$ cat src/rtl/saber_ctrl_pkg.sv
// Purpose: shared encodings for the ComputeCoreWrapper command sequencer:
//   request kinds, control-word bit positions, FSM states and field widths.
package saber_ctrl_pkg;

  localparam int unsigned KIND_W   = 2;
  localparam int unsigned ADDR_W   = 10;
  localparam int unsigned INS_W    = 5;
  localparam int unsigned OP_W     = 10;
  localparam int unsigned CMD_W    = INS_W + 3 * OP_W;  // 35
  localparam int unsigned WORD_W   = 64;
  localparam int unsigned HALF_W   = 32;
  localparam int unsigned DATA_W   = 64;
  localparam int unsigned STATUS_W = 32;
  localparam int unsigned CNT_W    = 32;

  // Control-word bit positions
  localparam int unsigned ADDR_LSB = 0;
  localparam int unsigned WEA_BIT  = 10;
  localparam int unsigned CMD_LSB  = 11;
  localparam int unsigned WE0_BIT  = 46;
  localparam int unsigned WE1_BIT  = 47;

  typedef enum logic [KIND_W-1:0] {
    KIND_LOAD = 2'd0,
    KIND_CFG  = 2'd1,
    KIND_EXEC = 2'd2,
    KIND_RSVD = 2'd3
  } req_kind_e;

  typedef enum logic [3:0] {
    ST_IDLE  = 4'd0,
    ST_LOAD  = 4'd1,
    ST_CFG   = 4'd2,
    ST_GAP   = 4'd3,
    ST_CLR   = 4'd4,
    ST_ISSUE = 4'd5,
    ST_WAIT  = 4'd6,
    ST_ACK   = 4'd7,
    ST_RESP  = 4'd8
  } state_e;

  // Fields that make up one control word before packing
  typedef struct packed {
    logic              we1;
    logic              we0;
    logic [CMD_W-1:0]  cmd;
    logic              wea;
    logic [ADDR_W-1:0] addr;
  } ctrl_fields_t;

  // Saturating increment of the WAIT counter
  function automatic logic [CNT_W-1:0] cnt_step(input logic [CNT_W-1:0] cnt,
                                                input logic [CNT_W-1:0] limit);
    return (cnt >= limit) ? limit : cnt + CNT_W'(1);
  endfunction

endpackage

$ cat src/rtl/saber_ctrl_word_pack.sv
// Purpose: combinational packer of control fields into the wrapper's 64-bit
//   control word, split into high/low halves.
// Ports:
//   fields_i       in   control fields {we1, we0, cmd, wea, addr}
//   ctrl_high_c_o  out  control[63:32]
//   ctrl_low_c_o   out  control[31:0]
module saber_ctrl_word_pack
  import saber_ctrl_pkg::*;
(
  input  ctrl_fields_t      fields_i,
  output logic [HALF_W-1:0] ctrl_high_c_o,
  output logic [HALF_W-1:0] ctrl_low_c_o
);

  logic [WORD_W-1:0] word_c;

  // Place each field at its fixed bit position; unused bits stay 0
  always_comb begin
    word_c                       = '0;
    word_c[ADDR_LSB +: ADDR_W]   = fields_i.addr;
    word_c[WEA_BIT]              = fields_i.wea;
    word_c[CMD_LSB +: CMD_W]     = fields_i.cmd;
    word_c[WE0_BIT]              = fields_i.we0;
    word_c[WE1_BIT]              = fields_i.we1;
  end

  assign ctrl_high_c_o = word_c[WORD_W-1:HALF_W];
  assign ctrl_low_c_o  = word_c[HALF_W-1:0];

endmodule

$ cat src/rtl/saber_cmd_sequencer.sv
// Purpose: host-side sequencer for ComputeCoreWrapper. Converts LOAD/CFG/EXEC
//   requests into the exact cycle sequence of control and data words, waits on
//   status for EXEC, and reports completion, timeout and WAIT latency.
// Ports:
//   clk, rst                 clock, synchronous active-high reset
//   req_valid/req_ready      request handshake (ready only in IDLE)
//   req_kind/addr/arg        request payload
//   control_{high,low}_word  wrapper control word
//   dina_ext_{high,low}_word wrapper data word (nonzero only during LOAD)
//   status                   wrapper status, nonzero = done
//   rsp_valid/err/cycles     one-cycle completion report
//   busy                     sequencer not idle
module saber_cmd_sequencer
  import saber_ctrl_pkg::*;
#(
  parameter int unsigned TIMEOUT_CYCLES = 1048576,
  parameter int unsigned SETTLE_CYCLES  = 2
) (
  input  logic                clk,
  input  logic                rst,
  input  logic                req_valid,
  output logic                req_ready,
  input  logic [KIND_W-1:0]   req_kind,
  input  logic [ADDR_W-1:0]   req_addr,
  input  logic [DATA_W-1:0]   req_arg,
  output logic [HALF_W-1:0]   control_low_word,
  output logic [HALF_W-1:0]   control_high_word,
  output logic [HALF_W-1:0]   dina_ext_low_word,
  output logic [HALF_W-1:0]   dina_ext_high_word,
  input  logic [STATUS_W-1:0] status,
  output logic                rsp_valid,
  output logic                rsp_err,
  output logic [CNT_W-1:0]    rsp_cycles,
  output logic                busy
);

  localparam logic [CNT_W-1:0] TIMEOUT_LIM = CNT_W'(TIMEOUT_CYCLES);
  localparam logic [CNT_W-1:0] SETTLE_LIM  = CNT_W'(SETTLE_CYCLES);

  state_e            state_q, state_d;
  req_kind_e         kind_q;
  logic [ADDR_W-1:0] addr_q;
  logic [DATA_W-1:0] arg_q;
  logic [CNT_W-1:0]  cnt_q, cnt_inc_c;
  logic              err_q;

  logic              accept_c, done_c, timeout_c;
  ctrl_fields_t      fields_d;
  logic [HALF_W-1:0] ctrl_high_c, ctrl_low_c;
  logic [DATA_W-1:0] dina_d;

  logic              req_ready_q, busy_q, rsp_valid_q, rsp_err_q;
  logic [HALF_W-1:0] ctrl_high_q, ctrl_low_q, dina_high_q, dina_low_q;
  logic [CNT_W-1:0]  rsp_cycles_q;

  assign accept_c  = (state_q == ST_IDLE) && req_valid;
  assign cnt_inc_c = cnt_step(cnt_q, TIMEOUT_LIM);
  // Status is only trusted once the settle window has elapsed
  assign done_c    = (cnt_q >= SETTLE_LIM) && (status != '0);
  assign timeout_c = (cnt_inc_c == TIMEOUT_LIM);

  // Next-state decode
  always_comb begin
    state_d = state_q;
    unique case (state_q)
      ST_IDLE: begin
        if (req_valid) begin
          unique case (req_kind_e'(req_kind))
            KIND_LOAD: state_d = ST_LOAD;
            KIND_CFG:  state_d = ST_CFG;
            KIND_EXEC: state_d = ST_CLR;
            default:   state_d = ST_RESP;
          endcase
        end
      end
      ST_LOAD:  state_d = ST_RESP;
      ST_CFG:   state_d = ST_GAP;
      ST_GAP:   state_d = ST_RESP;
      ST_CLR:   state_d = ST_ISSUE;
      ST_ISSUE: state_d = ST_WAIT;
      ST_WAIT:  if (done_c || timeout_c) state_d = ST_ACK;
      ST_ACK:   state_d = ST_RESP;
      ST_RESP:  state_d = ST_IDLE;
      default:  state_d = ST_IDLE;
    endcase
  end

  // Drive word for the current state; registered on the next edge
  always_comb begin
    fields_d = '0;
    dina_d   = '0;
    unique case (state_q)
      ST_LOAD: begin
        fields_d.wea  = 1'b1;
        fields_d.addr = addr_q;
        dina_d        = arg_q;
      end
      ST_CFG: begin
        fields_d.we1 = 1'b1;
        fields_d.cmd = arg_q[CMD_W-1:0];
      end
      ST_CLR, ST_ACK: fields_d.we0 = 1'b1;
      ST_ISSUE: begin
        fields_d.we0 = 1'b1;
        fields_d.cmd = arg_q[CMD_W-1:0];
      end
      default: ;
    endcase
  end

  saber_ctrl_word_pack u_pack (
    .fields_i      (fields_d),
    .ctrl_high_c_o (ctrl_high_c),
    .ctrl_low_c_o  (ctrl_low_c)
  );

  // State, captured request, WAIT counter and all registered outputs
  always_ff @(posedge clk) begin
    if (rst) begin
      state_q      <= ST_IDLE;
      kind_q       <= KIND_LOAD;
      addr_q       <= '0;
      arg_q        <= '0;
      cnt_q        <= '0;
      err_q        <= 1'b0;
      req_ready_q  <= 1'b1;
      busy_q       <= 1'b0;
      ctrl_high_q  <= '0;
      ctrl_low_q   <= '0;
      dina_high_q  <= '0;
      dina_low_q   <= '0;
      rsp_valid_q  <= 1'b0;
      rsp_err_q    <= 1'b0;
      rsp_cycles_q <= '0;
    end else begin
      state_q     <= state_d;
      req_ready_q <= (state_d == ST_IDLE);
      busy_q      <= (state_d != ST_IDLE);
      ctrl_high_q <= ctrl_high_c;
      ctrl_low_q  <= ctrl_low_c;
      dina_high_q <= dina_d[DATA_W-1:HALF_W];
      dina_low_q  <= dina_d[HALF_W-1:0];

      rsp_valid_q  <= (state_q == ST_RESP);
      rsp_err_q    <= (state_q == ST_RESP) && err_q;
      rsp_cycles_q <= ((state_q == ST_RESP) && (kind_q == KIND_EXEC)) ? cnt_q : '0;

      if (accept_c) begin
        kind_q <= req_kind_e'(req_kind);
        addr_q <= req_addr;
        arg_q  <= req_arg;
        cnt_q  <= '0;
        err_q  <= (req_kind_e'(req_kind) == KIND_RSVD);
      end else if (state_q == ST_WAIT) begin
        cnt_q <= cnt_inc_c;
        // Completion seen on the timeout cycle still counts as success
        if (timeout_c && !done_c) err_q <= 1'b1;
      end
    end
  end

  assign req_ready          = req_ready_q;
  assign busy               = busy_q;
  assign control_high_word  = ctrl_high_q;
  assign control_low_word   = ctrl_low_q;
  assign dina_ext_high_word = dina_high_q;
  assign dina_ext_low_word  = dina_low_q;
  assign rsp_valid          = rsp_valid_q;
  assign rsp_err            = rsp_err_q;
  assign rsp_cycles         = rsp_cycles_q;

endmodule

$ cat config.mk
export PLATFORM = sky130hd
export DESIGN_NAME = saber_cmd_sequencer
export DESIGN_NICKNAME = d
export VERILOG_FILES = /design/src/rtl/saber_ctrl_pkg.sv /design/src/rtl/saber_ctrl_word_pack.sv /design/src/rtl/saber_cmd_sequencer.sv
export SDC_FILE = /design/constraint.sdc
export NUM_CORES = 1
export LEC_CHECK = 0
export ABC_CLOCK_PERIOD_IN_PS = 4300
export BUFFER_PORTS_ARGS = -buffer_cell sky130_fd_sc_hd__buf_2
export CORE_MARGIN = 4
export CORE_UTILIZATION = 40
export CTS_CLUSTER_DIAMETER = 50
export CTS_CLUSTER_SIZE = 24
export DETAILED_ROUTE_END_ITERATION = 8
export GPL_TIMING_DRIVEN = 0
export PLACE_DENSITY = 0.68
export SLEW_MARGIN = 15
export SYNTH_ARGS = -nofsm -noshare
export SYNTH_HDL_FRONTEND = slang
export SYNTH_SLANG_ARGS = --single-unit
$ cat constraint.sdc
create_clock -name clk -period 4.3 [get_ports clk]
set_input_delay 0.43 -clock clk [delete_from_list [all_inputs] [get_ports clk]]
set_output_delay 0.43 -clock clk [all_outputs]
set_load 0.01 [all_outputs]
==> results of run 1 <==
flip-flops by register name (all words and copies together), names as in the netlist, 2 cells and up:
register,flops
addr_q,10
arg_q,64
cnt_q,32
control_high_word,16
control_low_word,32
dina_ext_high_word,32
dina_ext_low_word,32
kind_q,2
rsp_cycles,32
state_q,4
cell usage after synthesis (2+ instances only):
library cell and n:
sky130_fd_sc_hd__o21ai_0 19, sky130_fd_sc_hd__nor4_2 2, sky130_fd_sc_hd__and3_1 57, sky130_fd_sc_hd__clkbuf_1 50, sky130_fd_sc_hd__inv_1 3, sky130_fd_sc_hd__nor3_1 10, sky130_fd_sc_hd__xnor2_1 5, sky130_fd_sc_hd__buf_4 18
sky130_fd_sc_hd__a211o_1 4, sky130_fd_sc_hd__a22oi_1 2, sky130_fd_sc_hd__nand3_1 14, sky130_fd_sc_hd__ha_1 2, sky130_fd_sc_hd__or3_1 8, sky130_fd_sc_hd__xor2_1 3, sky130_fd_sc_hd__o21ai_1 2, sky130_fd_sc_hd__dfxtp_1 261
sky130_fd_sc_hd__and2_1 111, sky130_fd_sc_hd__a21oi_1 106, sky130_fd_sc_hd__nor4_1 15, sky130_fd_sc_hd__nand4_1 11, sky130_fd_sc_hd__nand2b_1 6, sky130_fd_sc_hd__nor3b_1 2, sky130_fd_sc_hd__a31oi_1 4, sky130_fd_sc_hd__nor3_2 2
sky130_fd_sc_hd__nand2_1 174, sky130_fd_sc_hd__a21o_1 2, sky130_fd_sc_hd__nand3b_1 2, sky130_fd_sc_hd__nor2_1 29, sky130_fd_sc_hd__buf_2 17, sky130_fd_sc_hd__and4_1 3
how the worst max path moves through the flow:
stage	start	endpoint	slack [ns]	cells past startpoint
global placement	rst	arg_q[44]	1.98	5
floorplan	cnt_q[0]	err_q	2.55	8
finish	cnt_q[0]	err_q	2.03	7
CTS	state_q[2]	arg_q[50]	1.99	7
detailed placement	state_q[2]	arg_q[50]	2.01	7
global route	state_q[2]	arg_q[50]	1.83	7
cell usage in the layout, fill, tap and decap left out, types with 3 or more instances in the layout:
cell | synthesis | routed
sky130_fd_sc_hd__and3_1 | 57 | 57
sky130_fd_sc_hd__nor3_1 | 10 | 10
sky130_fd_sc_hd__clkbuf_16 | 0 | 25
sky130_fd_sc_hd__nand2_1 | 174 | 174
sky130_fd_sc_hd__buf_4 | 18 | 18
sky130_fd_sc_hd__a211o_1 | 4 | 4
sky130_fd_sc_hd__a21oi_1 | 106 | 106
sky130_fd_sc_hd__inv_1 | 3 | 3
sky130_fd_sc_hd__dfxtp_1 | 261 | 261
sky130_fd_sc_hd__conb_1 | 1 | 16
sky130_fd_sc_hd__o21ai_0 | 19 | 19
sky130_fd_sc_hd__inv_8 | 0 | 4
sky130_fd_sc_hd__and4_1 | 3 | 3
sky130_fd_sc_hd__nand3_1 | 14 | 14
sky130_fd_sc_hd__nand2b_1 | 6 | 6
sky130_fd_sc_hd__clkinv_8 | 0 | 4
sky130_fd_sc_hd__xor2_1 | 3 | 3
sky130_fd_sc_hd__xnor2_1 | 5 | 5
sky130_fd_sc_hd__clkbuf_1 | 50 | 50
sky130_fd_sc_hd__buf_2 | 17 | 275
sky130_fd_sc_hd__and2_1 | 111 | 111
sky130_fd_sc_hd__diode_2 | 0 | 5
sky130_fd_sc_hd__nor4_1 | 15 | 15
sky130_fd_sc_hd__or3_1 | 8 | 8
sky130_fd_sc_hd__inv_6 | 0 | 5
sky130_fd_sc_hd__a31oi_1 | 4 | 4
sky130_fd_sc_hd__nor2_1 | 29 | 29
sky130_fd_sc_hd__nand4_1 | 11 | 11
tightest hold or removal path, cell delays in order:
cell and delay, ns:
sky130_fd_sc_hd__buf_2 0.09, sky130_fd_sc_hd__nand2_1 0.05, sky130_fd_sc_hd__a21oi_1 0.05
metal layers:
layer  track usage, %  vias up
met5                0        -
met2             31.1      286
li1                 -     3777
met1             24.2     3378
met4             4.42        0
met3             3.93       33
where the power goes:
part	switching (uW)	internal (uW)	leakage (uW)
clock	1050	1280	0.000441
sequential	43.7	2510	0.00211
combinational	283	152	0.00284
metrics by stage:
stage,cell area (sq um),cells
after global placement,10600,1514
after global routing,11500,1561
after floorplan,8990,976
final,11500,1564
after CTS,11500,1559
after detailed placement,10600,1514
cell type report:
type | instances | area (sq um)
diodes | 5 | 12.5
fillers | 2079 | 10400
flip-flops and latches | 261 | 5230
well taps | 280 | 350
clock inverters | 19 | 260
plain buffers | 86 | 412
multi-input cells | 626 | 3340
clock buffers | 26 | 639
repair buffers | 258 | 1290
inverters | 3 | 11.3
kinds of logic after synthesis:
kind of cell | after synthesis
flip-flops | 261
AND/OR/NAND/NOR | 454
buffers and inverters | 89
XOR/XNOR | 8
AO/OA/AOI/OAI | 146
other | 1
adder cells (fa/ha/maj) | 2
==> impl_results.md, run 1 <==
* Setup Viol. Count Final at 0
* Remaining DRCs at 0
* Initial DRC Count at 385
* Gate count of the mapped netlist at 961
* Required time worst endpoint at 4.69 ns
* Share of post-route cells with drive strength above 1 at a little over a quarter
* Combined buffer and inverter count along the critical path at 0
* Overall Power at 5320 uW
* Via count at 7,474
* Post-placement worst setup slack at between 2 and 2.5 ns
* Placed wire-length estimate at 17.8 mm
* Commonest register cell after synthesis: sky130_fd_sc_hd__dfxtp_1
* Reg-to-Reg End: err_q
* Hold WS at about 0.15 ns
* Initial antenna violation count at 3
* R2r startpoint: cnt_q[0]
* Hold Vio Cnt, Final at 0
* Wire length of the first global-routing pass at 36.7 mm
* Remaining number of nets flagged by the antenna check after routing at 0
* CP Capture Type: flip-flop
* Mean instance size in the synthesized netlist at 9.29 sq um
* Post-CTS setup buffer count at 0
* Worst-case headroom to the max-slew limit at a little over half
* Die height at 157 um
* Pwr dens at 461 nW/um^2
* Number of pins with negative max-slew slack in the final report at 0
* Critical path, cell by cell: ha_1 -> nand3_1 -> nor4_2 -> a211o_1 -> a22oi_1 -> a41oi_1 -> o21bai_1
* DIE WIDTH at 157 um
* GRT Total Usage at 18.4%
* Crit path max-delay family: simple AND/OR/NAND/NOR gates
* Post-synthesis cell type count at 47
* Source-to-sink clock delay at the later pin of the worst-skew pair at 0.52 ns
* Worst IR Drop VDD at between 0.2 and 0.25 mV
* Post-layout net count at 1,374
* Critical path peak fanout at 7
* Number of maximum-capacitance violations at 0
* Routed vias/inst at 4.78
* Hold Path Stages at 3
* Last weighted congestion value of the routability-driven placer at 0.867
* Effective utilization at floorplan at 40.8%
* Leading cell types by total area after synthesis: sky130_fd_sc_hd__dfxtp_1, sky130_fd_sc_hd__and2_1, sky130_fd_sc_hd__nand2_1, sky130_fd_sc_hd__a21oi_1, sky130_fd_sc_hd__and3_1
* Setup skew after layout at 0.0152 ns
* Setup repair after global routing missed its margin: no
* Final core occ at 52.7%
* Total of flip-flops plus latches after synthesis at 261
* Routed wire length on met2 at between 10 and 15 mm
* Status: finished, final reports clean
* Share of the synthesized netlist area taken by xor and xnor gates at 0.785%
* Largest net degree at the start of global routing at 21
* Count of clock tree sinks at between 200 and 300
* Worst Tran Pin Value at 0.699 ns
* Startpoint types: flip-flop
* Proportion of register bits with asynchronous set or reset after synthesis at 0%
* Min-delay src: req_addr[7]
* Leakage power at between 0.005 and 0.006 uW
* Depth of the most critical reg-to-reg path at 7
* Hold path endpoint: addr_q[7]
* Number of flops mapped to enable cells by yosys at 0
* Minimum setup slack among reg-to-reg paths at 2.03 ns
* Routed wire length at 23.8 mm
* H-tree lvl count at 1
* Total of hold buffers inserted after clock tree synthesis at 0
* Share of synthesized area occupied by flip-flops and latches at 58.5%
* Period utilisation layout at 52.8%
* Buffer cell driving the clock tree root: sky130_fd_sc_hd__clkbuf_16
* Share of synthesized cell area in full adder, half adder and majority cells at 0.280%
* Post-synthesis compound-gate area fraction at 8.90%
* DRT Pass-1 Iters at 6
* Count of buffers from port buffering at around 260
* Met3 wirelength from detailed routing at 2.00 mm
* Die outline area at 24,800 sq um
* Routed length on met1 at 10.3 mm
* Setup TNS at 0 ns
* Final worst setup slack at 2.03 ns
* Buffers from clock root to sink, at most at 3
* Worst min-delay path class: primary input to flip-flop
* Uppermost signal routing layer after detailed routing: met4
* Routed wirelength normalized by instance count at 15.2 um
* Delay of the slowest cell on the worst path at 0.51 ns
* I/O pin total at 275
* Largest area contributor in the netlist: sky130_fd_sc_hd__dfxtp_1
* Core area at between 20,000 and 25,000 sq um
* Area share of the largest cell type after synthesis at between 50% and 60%
* Overall overflow remaining after global route at 0
* Number of buffers inserted during clock tree synthesis at 25
* Share of cell area taken by muxes after synthesis at 0%
* Row count at 54
* Clock transition at the register clock pins on the worst setup and hold paths after CTS at 0.08 ns
* Vias in the first global route at 7,009
* Path type of the worst setup path: flip-flop to flip-flop
* Synth-to-layout area growth at 29.2%
* Data arrival, critical path at between 2 and 3 ns
* Slowest stage cell on the critical path: sky130_fd_sc_hd__nor4_2
* Count of yosys warnings during synthesis at 0
* Post-CTS resize count at 0
* Clock period minus final worst setup slack at 2.27 ns
* Maximum frequency from static timing analysis at 0.440 GHz
* TritonCTS clock tree: built
* Combinational family with the most area after synthesis: simple AND/OR/NAND/NOR gates
* Simple-gate area share of the yosys netlist at about a quarter
* Combined area of all synthesized cells at 8930 sq um
No activity file was read; power rests on OpenSTA's default activity.
==> run 2: changes to the inputs <==
--- a/config.mk
+++ b/config.mk
@@ -5,7 +5,7 @@
 export SDC_FILE = /design/constraint.sdc
 export NUM_CORES = 1
 export LEC_CHECK = 0
-export ABC_CLOCK_PERIOD_IN_PS = 4300
+export ABC_CLOCK_PERIOD_IN_PS = 2290
 export BUFFER_PORTS_ARGS = -buffer_cell sky130_fd_sc_hd__buf_2
 export CORE_MARGIN = 4
 export CORE_UTILIZATION = 40
==> constraint.sdc (replaced) <==
create_clock -name clk -period 2.29 [get_ports clk]
set_input_delay 0.229 -clock clk [delete_from_list [all_inputs] [get_ports clk]]
set_output_delay 0.229 -clock clk [all_outputs]
set_load 0.01 [all_outputs]
==> impl_results.md, run 2 (synthesized netlist as in run 1, its figures left out) <==
* Status: finished, final reports clean
* Hold Path Stages at 3
* Overall overflow remaining after global route at 0
* Number of pins with negative max-slew slack in the final report at 0
* TritonCTS clock tree: built
* Register containing the most flip-flops in the final layout: arg_q
* Startpoint types: flip-flop
* Delay of the slowest cell on the worst path at 0.38 ns
* Share of post-route cells with drive strength above 1 at 26.0%
* Final design area excluding fillers at 12,300 sq um
* Setup skew after layout at 0.0172 ns
* Required time worst endpoint at about 2.7 ns
* Source-to-sink clock delay at the later pin of the worst-skew pair at 0.52 ns
* GRT Total Usage at 19.4%
* Count of clock tree sinks at approximately 260
* Remaining number of nets flagged by the antenna check after routing at 0
* Effective utilization at floorplan at 40.8%
* Number of maximum-capacitance violations at 0
* Minimum setup slack among reg-to-reg paths at approximately 0.17 ns
* Die height at 157 um
* Synth-to-layout area growth at 38.0%
* Remaining DRCs at 0
* Buffer cell driving the clock tree root: sky130_fd_sc_hd__clkbuf_16
* Period utilisation layout at a little over 90%
* Post-layout net count at 1,451
* Critical path peak fanout at 9
* Core area at 21,900 sq um
* Last weighted congestion value of the routability-driven placer at about 0.87
* Setup repair after global routing missed its margin: no
* Leakage power at 0.00574 uW
* Hold Vio Cnt, Final at 0
* H-tree lvl count at 1
* Maximum frequency from static timing analysis at 0.471 GHz
* CP Capture Type: flip-flop
* Routed wirelength normalized by instance count at 15.3 um
* Clock period minus final worst setup slack at around 2.1 ns
* Initial antenna violation count at 1
* I/O pin total at 275
* Row count at 54
* Die outline area at approximately 25,000 sq um
* Combined buffer and inverter count along the critical path at 1
* Slowest stage cell on the critical path: sky130_fd_sc_hd__nor3_1
* Number of flip-flops in the largest register at 64
* Data arrival, critical path at approximately 2.6 ns
* Largest net degree at the start of global routing at 21
* Worst IR Drop VDD at 0.430 mV
* R2r startpoint: cnt_q[1]
* Buffers from clock root to sink, at most at 3
* Pwr dens at 821 nW/um^2
* Most common library cell in the layout ignoring fill and taps: sky130_fd_sc_hd__buf_2
* Setup Viol. Count Final at 0
* Initial DRC Count at about 340
* Min-delay src: rst
* Hold path endpoint: control_low_word[11]
* Depth of the most critical reg-to-reg path at 7
* Routed wire length at 25.1 mm
* Path type of the worst setup path: flip-flop to flip-flop
* Final core occ at 56.3%
* Crit path max-delay family: simple AND/OR/NAND/NOR gates
* Clock transition at the register clock pins on the worst setup and hold paths after CTS at 0.07 ns
* DRT Pass-1 Iters at 5
* Via count at 7,840
* Worst min-delay path class: primary input to flip-flop
* Wire length of the first global-routing pass at a little under 40 mm
* Number of buffers inserted during clock tree synthesis at 25
* Most frequent cells in the layout: sky130_fd_sc_hd__buf_2, sky130_fd_sc_hd__dfxtp_1, sky130_fd_sc_hd__nand2_1
* Routed vias/inst at 4.79
* Reg-to-Reg End: err_q
* Count of buffers from port buffering at 258
* Placed wire-length estimate at around 18 mm
* Worst Tran Pin Value at 0.711 ns
* Area after DPL at 10,600 sq um
* DIE WIDTH at ~160 um
* Vias in the first global route at 7,506
* Critical path, cell by cell: buf_2 -> nand4_4 -> nor3_1 -> nand4_1 -> a221oi_2 -> a41oi_1 -> o21bai_1
* Worst-case headroom to the max-slew limit at 52.3%
==> run 2: changes by cell type in the layout (fill, tap and decap cells not counted), moves of 2 or more <==
cell / previous run / this run
sky130_fd_sc_hd__dlygate4sd3_1: 0 / 76
sky130_fd_sc_hd__clkbuf_2: 0 / 2
sky130_fd_sc_hd__clkbuf_1: 50 / 48
sky130_fd_sc_hd__diode_2: 5 / 1
==> run 2: per-layer routing <==
| layer | share of wire (%) | vias up | GRT usage (%) | routed length, um |
|---|---|---|---|---|
| li1 | - | 3926 | - | - |
| met1 | 44 | 3570 | 24.9 | 10900 |
| met2 | 46 | 294 | 33.0 | 11600 |
| met3 | 7.2 | 50 | 3.71 | 1810 |
| met4 | 2.9 | 0 | 5.90 | 724 |
| met5 | 0 | - | 0 | 0 |
==> run 2: worst max-delay path by stage <==
stage	startpoint	to	slack (ns)	cells past startpoint
floorplan	cnt_q[0]	err_q	0.54	8
global placement	state_q[2]	arg_q[46]	0.04	7
detailed placement	state_q[2]	arg_q[50]	-0.003	7
CTS	cnt_q[0]	err_q	0.09	7
global route	cnt_q[14]	state_q[0]	0.009	7
finish	cnt_q[1]	err_q	0.17	7
==> run 2: stage by stage <==
step           hold slack, ns  setup TNS, ns  cells  setup slack [ns]  power (uW)
6_report                0.100              0   1637             0.168       10100
5_1_grt                 0.109              0   1637           0.00927       10500
4_1_cts                0.0871              0   1635            0.0930       10200
3_5_place_dp            0.440       -0.00336   1514          -0.00299        5730
3_3_place_gp            0.433              0   1514            0.0362        5710
2_1_floorplan           0.365              0    976             0.536        5390
==> run 2: layout make-up <==
| type | instances | area (sq um) |
|---|---|---|
| clock inverters | 19 | 260 |
| fillers | 1955 | 9570 |
| clock buffers | 26 | 639 |
| plain buffers | 86 | 417 |
| diodes | 1 | 2.50 |
| flip-flops and latches | 261 | 5230 |
| inverters | 3 | 11.3 |
| repair buffers | 335 | 2060 |
| multi-input cells | 626 | 3350 |
| well taps | 280 | 350 |
==> run 2: repair_timing <==
action,CTS,global route
hold endpoints to repair,76,0
buffers inserted,0,1
setup endpoints to repair,10,8
pin swaps,0,2
resized for setup,1,6
hold buffers,76,0
==> run 2: power by group <==
part           switching (uW)  internal [uW]  total [uW]
Combinational             558            373         932
Clock                    1980           2400        4380
Sequential               84.8           4710        4800
Total                    2620           7490       10100
==> run 2: worst register-to-register path, delay by kind of cell (launching register included) <==
| family | cells | cell delay [ns] |
|---|---|---|
| simple gates | 3 | 0.77 |
| compound gates | 3 | 0.70 |
| flops | 1 | 0.34 |
| buf+inv | 1 | 0.25 |
==> run 3: changes to the inputs <==
--- a/config.mk
+++ b/config.mk
@@ -5,6 +5,7 @@
 export SDC_FILE = /design/constraint.sdc
 export NUM_CORES = 1
 export LEC_CHECK = 0
+export ABC_AREA = 1
 export ABC_CLOCK_PERIOD_IN_PS = 2290
 export BUFFER_PORTS_ARGS = -buffer_cell sky130_fd_sc_hd__buf_2
 export CORE_MARGIN = 4
==> impl_results.md, run 3 <==
* Final core occ at 55.7%
* Startpoint types: flip-flop
* Via count at around 7,600
* Cell mode on critical path: sky130_fd_sc_hd__nand2_2
* H-tree lvl count at 1
* Most frequent cells in the layout: sky130_fd_sc_hd__buf_2, sky130_fd_sc_hd__dfxtp_1, sky130_fd_sc_hd__nor2_1
* Count of buffers from port buffering at about 260
* Delay of the slowest cell on the worst path at 0.38 ns
* Last weighted congestion value of the routability-driven placer at approximately 0.89
* Clock period minus final worst setup slack at 1.77 ns
* Status: finished, final reports clean
* Overall overflow remaining after global route at 0
* Capturing instance or port of the critical path: req_ready
* Post-synthesis cell type count at 32
* Number of flops mapped to enable cells by yosys at 0
* Gate count of the mapped netlist at 994
* Critical Path Start: cnt_q[1]
* Synth-to-layout area growth at 36.8%
* Worst min-delay path class: primary input to flip-flop
* Min-delay src: req_addr[2]
* Hold WS at 0.00477 ns
* Number of flip-flops in the largest register at 64
* Critical path, cell by cell: ha_1 -> nand2_2 -> nor2_2 -> nand2_2 -> nor2_4 -> nand3_2 -> nand2_2 -> nand3_2 -> nand2_1 -> nand2_1 -> nand2_2 -> o21bai_1
* Maximum frequency from static timing analysis at 0.564 GHz
* Combined area of all synthesized cells at between 8000 and 9000 sq um
* Initial antenna violation count at 3
* Die height at 154 um
* Slowest stage cell on the critical path: sky130_fd_sc_hd__dfxtp_1
* Area share of the largest cell type after synthesis at between 60% and 70%
* Crit path max-delay family: simple AND/OR/NAND/NOR gates
* Initial DRC Count at 336
* Proportion of register bits with asynchronous set or reset after synthesis at 0%
* GRT Total Usage at a little under a fifth
* Minimum setup slack among reg-to-reg paths at 0.52 ns
* Required time worst endpoint at 2.69 ns
* Die outline area at between 20,000 and 25,000 sq um
* Period utilisation layout at 77.4%
* Count of clock tree sinks at between 200 and 300
* Leading cell types by total area after synthesis: sky130_fd_sc_hd__dfxtp_1, sky130_fd_sc_hd__nor2_1, sky130_fd_sc_hd__o21ai_0, sky130_fd_sc_hd__a21oi_1, sky130_fd_sc_hd__inv_1
* Remaining number of nets flagged by the antenna check after routing at 0
* Critical path peak fanout at 5
* Count of yosys warnings during synthesis at 0
* Commonest register cell after synthesis: sky130_fd_sc_hd__dfxtp_1
* Number of buffers inserted during clock tree synthesis at 24
* Total of flip-flops plus latches after synthesis at 261
* Setup repair after global routing missed its margin: no
* Leakage power at between 0.005 and 0.006 uW
* Buffer cell driving the clock tree root: sky130_fd_sc_hd__clkbuf_16
* Setup TNS at 0 ns
* Setup skew after layout at ~0.03 ns
* Number of maximum-capacitance violations at 0
* Hold Vio Cnt, Final at 0
* Top cells by count, synth: sky130_fd_sc_hd__dfxtp_1, sky130_fd_sc_hd__nor2_1, sky130_fd_sc_hd__inv_1
* Number of pins with negative max-slew slack in the final report at 0
* Largest area contributor in the netlist: sky130_fd_sc_hd__dfxtp_1
* Share of synthesized area occupied by flip-flops and latches at 61.1%
* Remaining DRCs at 0
* Effective utilization at floorplan at between 40 and 50%
* Pwr dens at 877 nW/um^2
* Vias in the first global route at 7,492
* Row count at 53
* Routed wire length at 23.2 mm
* DRT Pass-1 Iters at 5
* Path type of the worst setup path: flip-flop to flip-flop
* Post-CTS setup buffer count at 0
* I/O pin total at between 200 and 300
* Share of post-route cells with drive strength above 1 at between 20 and 30%
* Most common library cell in the layout ignoring fill and taps: sky130_fd_sc_hd__buf_2
* Post-layout net count at 1,465
* Depth of the most critical reg-to-reg path at 12
* Routed vias/inst at around 4.6
* Routed wirelength normalized by instance count at ~14 um
* CP Capture Type: flip-flop
* DIE WIDTH at 154 um
* TritonCTS clock tree: built
* Setup Viol. Count Final at 0
* Largest net degree at the start of global routing at 24
* Dominant cell by count in the synthesized netlist: sky130_fd_sc_hd__dfxtp_1
* Mean instance size in the synthesized netlist at 8.61 sq um
* R2r startpoint: cnt_q[1]
* CP Depth at 12
* Placed wire-length estimate at 16.2 mm
* Data arrival, critical path at about 2.2 ns
* Core area at between 20,000 and 25,000 sq um
* Worst IR Drop VDD at ~0.64 mV
* Register containing the most flip-flops in the final layout: arg_q
* Source-to-sink clock delay at the later pin of the worst-skew pair at 0.54 ns
* Buffers from clock root to sink, at most at 3
* Combined buffer and inverter count along the critical path at 0
* Reg-to-Reg End: req_ready
* Wire length of the first global-routing pass at 36.7 mm
* Clock transition at the register clock pins on the worst setup and hold paths after CTS at around 0.07 ns
## run 3: cell types whose count changed after synthesis, moves of 8 or more
cell                       before  now
sky130_fd_sc_hd__inv_2          0    9
sky130_fd_sc_hd__nor3_1        10   19
sky130_fd_sc_hd__nor4_1        15    2
sky130_fd_sc_hd__nor2_1        29  183
sky130_fd_sc_hd__o21ai_0       19  100
sky130_fd_sc_hd__a21oi_1      106   95
sky130_fd_sc_hd__nand3_1       14   27
sky130_fd_sc_hd__nand2_1      174   62
sky130_fd_sc_hd__buf_2         17   33
sky130_fd_sc_hd__or3_1          8    0
sky130_fd_sc_hd__and3_1        57    0
sky130_fd_sc_hd__and2_1       111    0
sky130_fd_sc_hd__clkbuf_1      50   14
sky130_fd_sc_hd__inv_1          3  119
## run 3: routing by layer
layer / GRT usage, % / up-vias / part of all wire, %
met2: 31.3 / 285 / 47
li1: - / 3834 / -
met3: 4.95 / 75 / 8.0
met5: 0 / - / 0.056
met1: 22.3 / 3438 / 40
met4: 8.66 / 2 / 4.6
## run 3: worst min-delay path by stage
stage                              to  cells past startpoint
6_report                    addr_q[2]                      3
5_1_grt                     arg_q[40]                      3
4_1_cts         control_high_word[15]                      2
3_5_place_dp   dina_ext_high_word[28]                      2
3_3_place_gp    dina_ext_high_word[3]                      2
2_1_floorplan                 rsp_err                      2
## run 3: timing repair
| item | CTS | global route |
|---|---|---|
| hold buffers | 60 | 0 |
| resized for setup | 0 | 0 |
| endpoints found under the hold margin | 60 | 0 |
## run 3: cell type report
type / instances / area, sq um
Clock buffer: 24 / 601
Fill cell: 1895 / 9320
Inverter: 129 / 484
Timing Repair Buffer: 317 / 1890
Tap cell: 275 / 344
Buffer: 66 / 353
Multi-Input combinational cell: 553 / 2550
Clock inverter: 20 / 255
Sequential cell: 261 / 5230
Antenna cell: 2 / 5.00
## run 3: kinds of logic (layout without fill, tap and decap cells)
logic type               after synthesis  in the layout  synth area share, %
flip-flops                           261            261                 61.1
AO/OA/AOI/OAI                        205            205                 12.2
adder cells (fa/ha/maj)                2              2                0.292
XOR/XNOR                               2              2                0.205
other                                  1             18               0.0438
AND/OR/NAND/NOR                      328            328                 16.4
buffers and inverters                195            556                 9.78
## run 3: per-stage QoR
stage,setup slack [ns],cells,total power (uW),area [sq um]
after floorplan,0.788,1009,5650,8610
after global placement,0.569,1541,6000,10200
after detailed placement,0.514,1541,6030,10200
after CTS,0.504,1645,10400,11700
after global routing,0.309,1647,10700,11700
final,0.516,1647,10300,11700
## run 3: tightest hold or removal path, stage by stage
cell and delay (ns):
sky130_fd_sc_hd__buf_2 0.07, sky130_fd_sc_hd__o21ai_0 0.07, sky130_fd_sc_hd__a21oi_1 0.11
## run 3: where the power goes
part	internal [uW]	switching (uW)	leakage (uW)
registers	4820	82.0	0.00212
logic	414	705	0.00281
clock network	2210	2040	0.000409
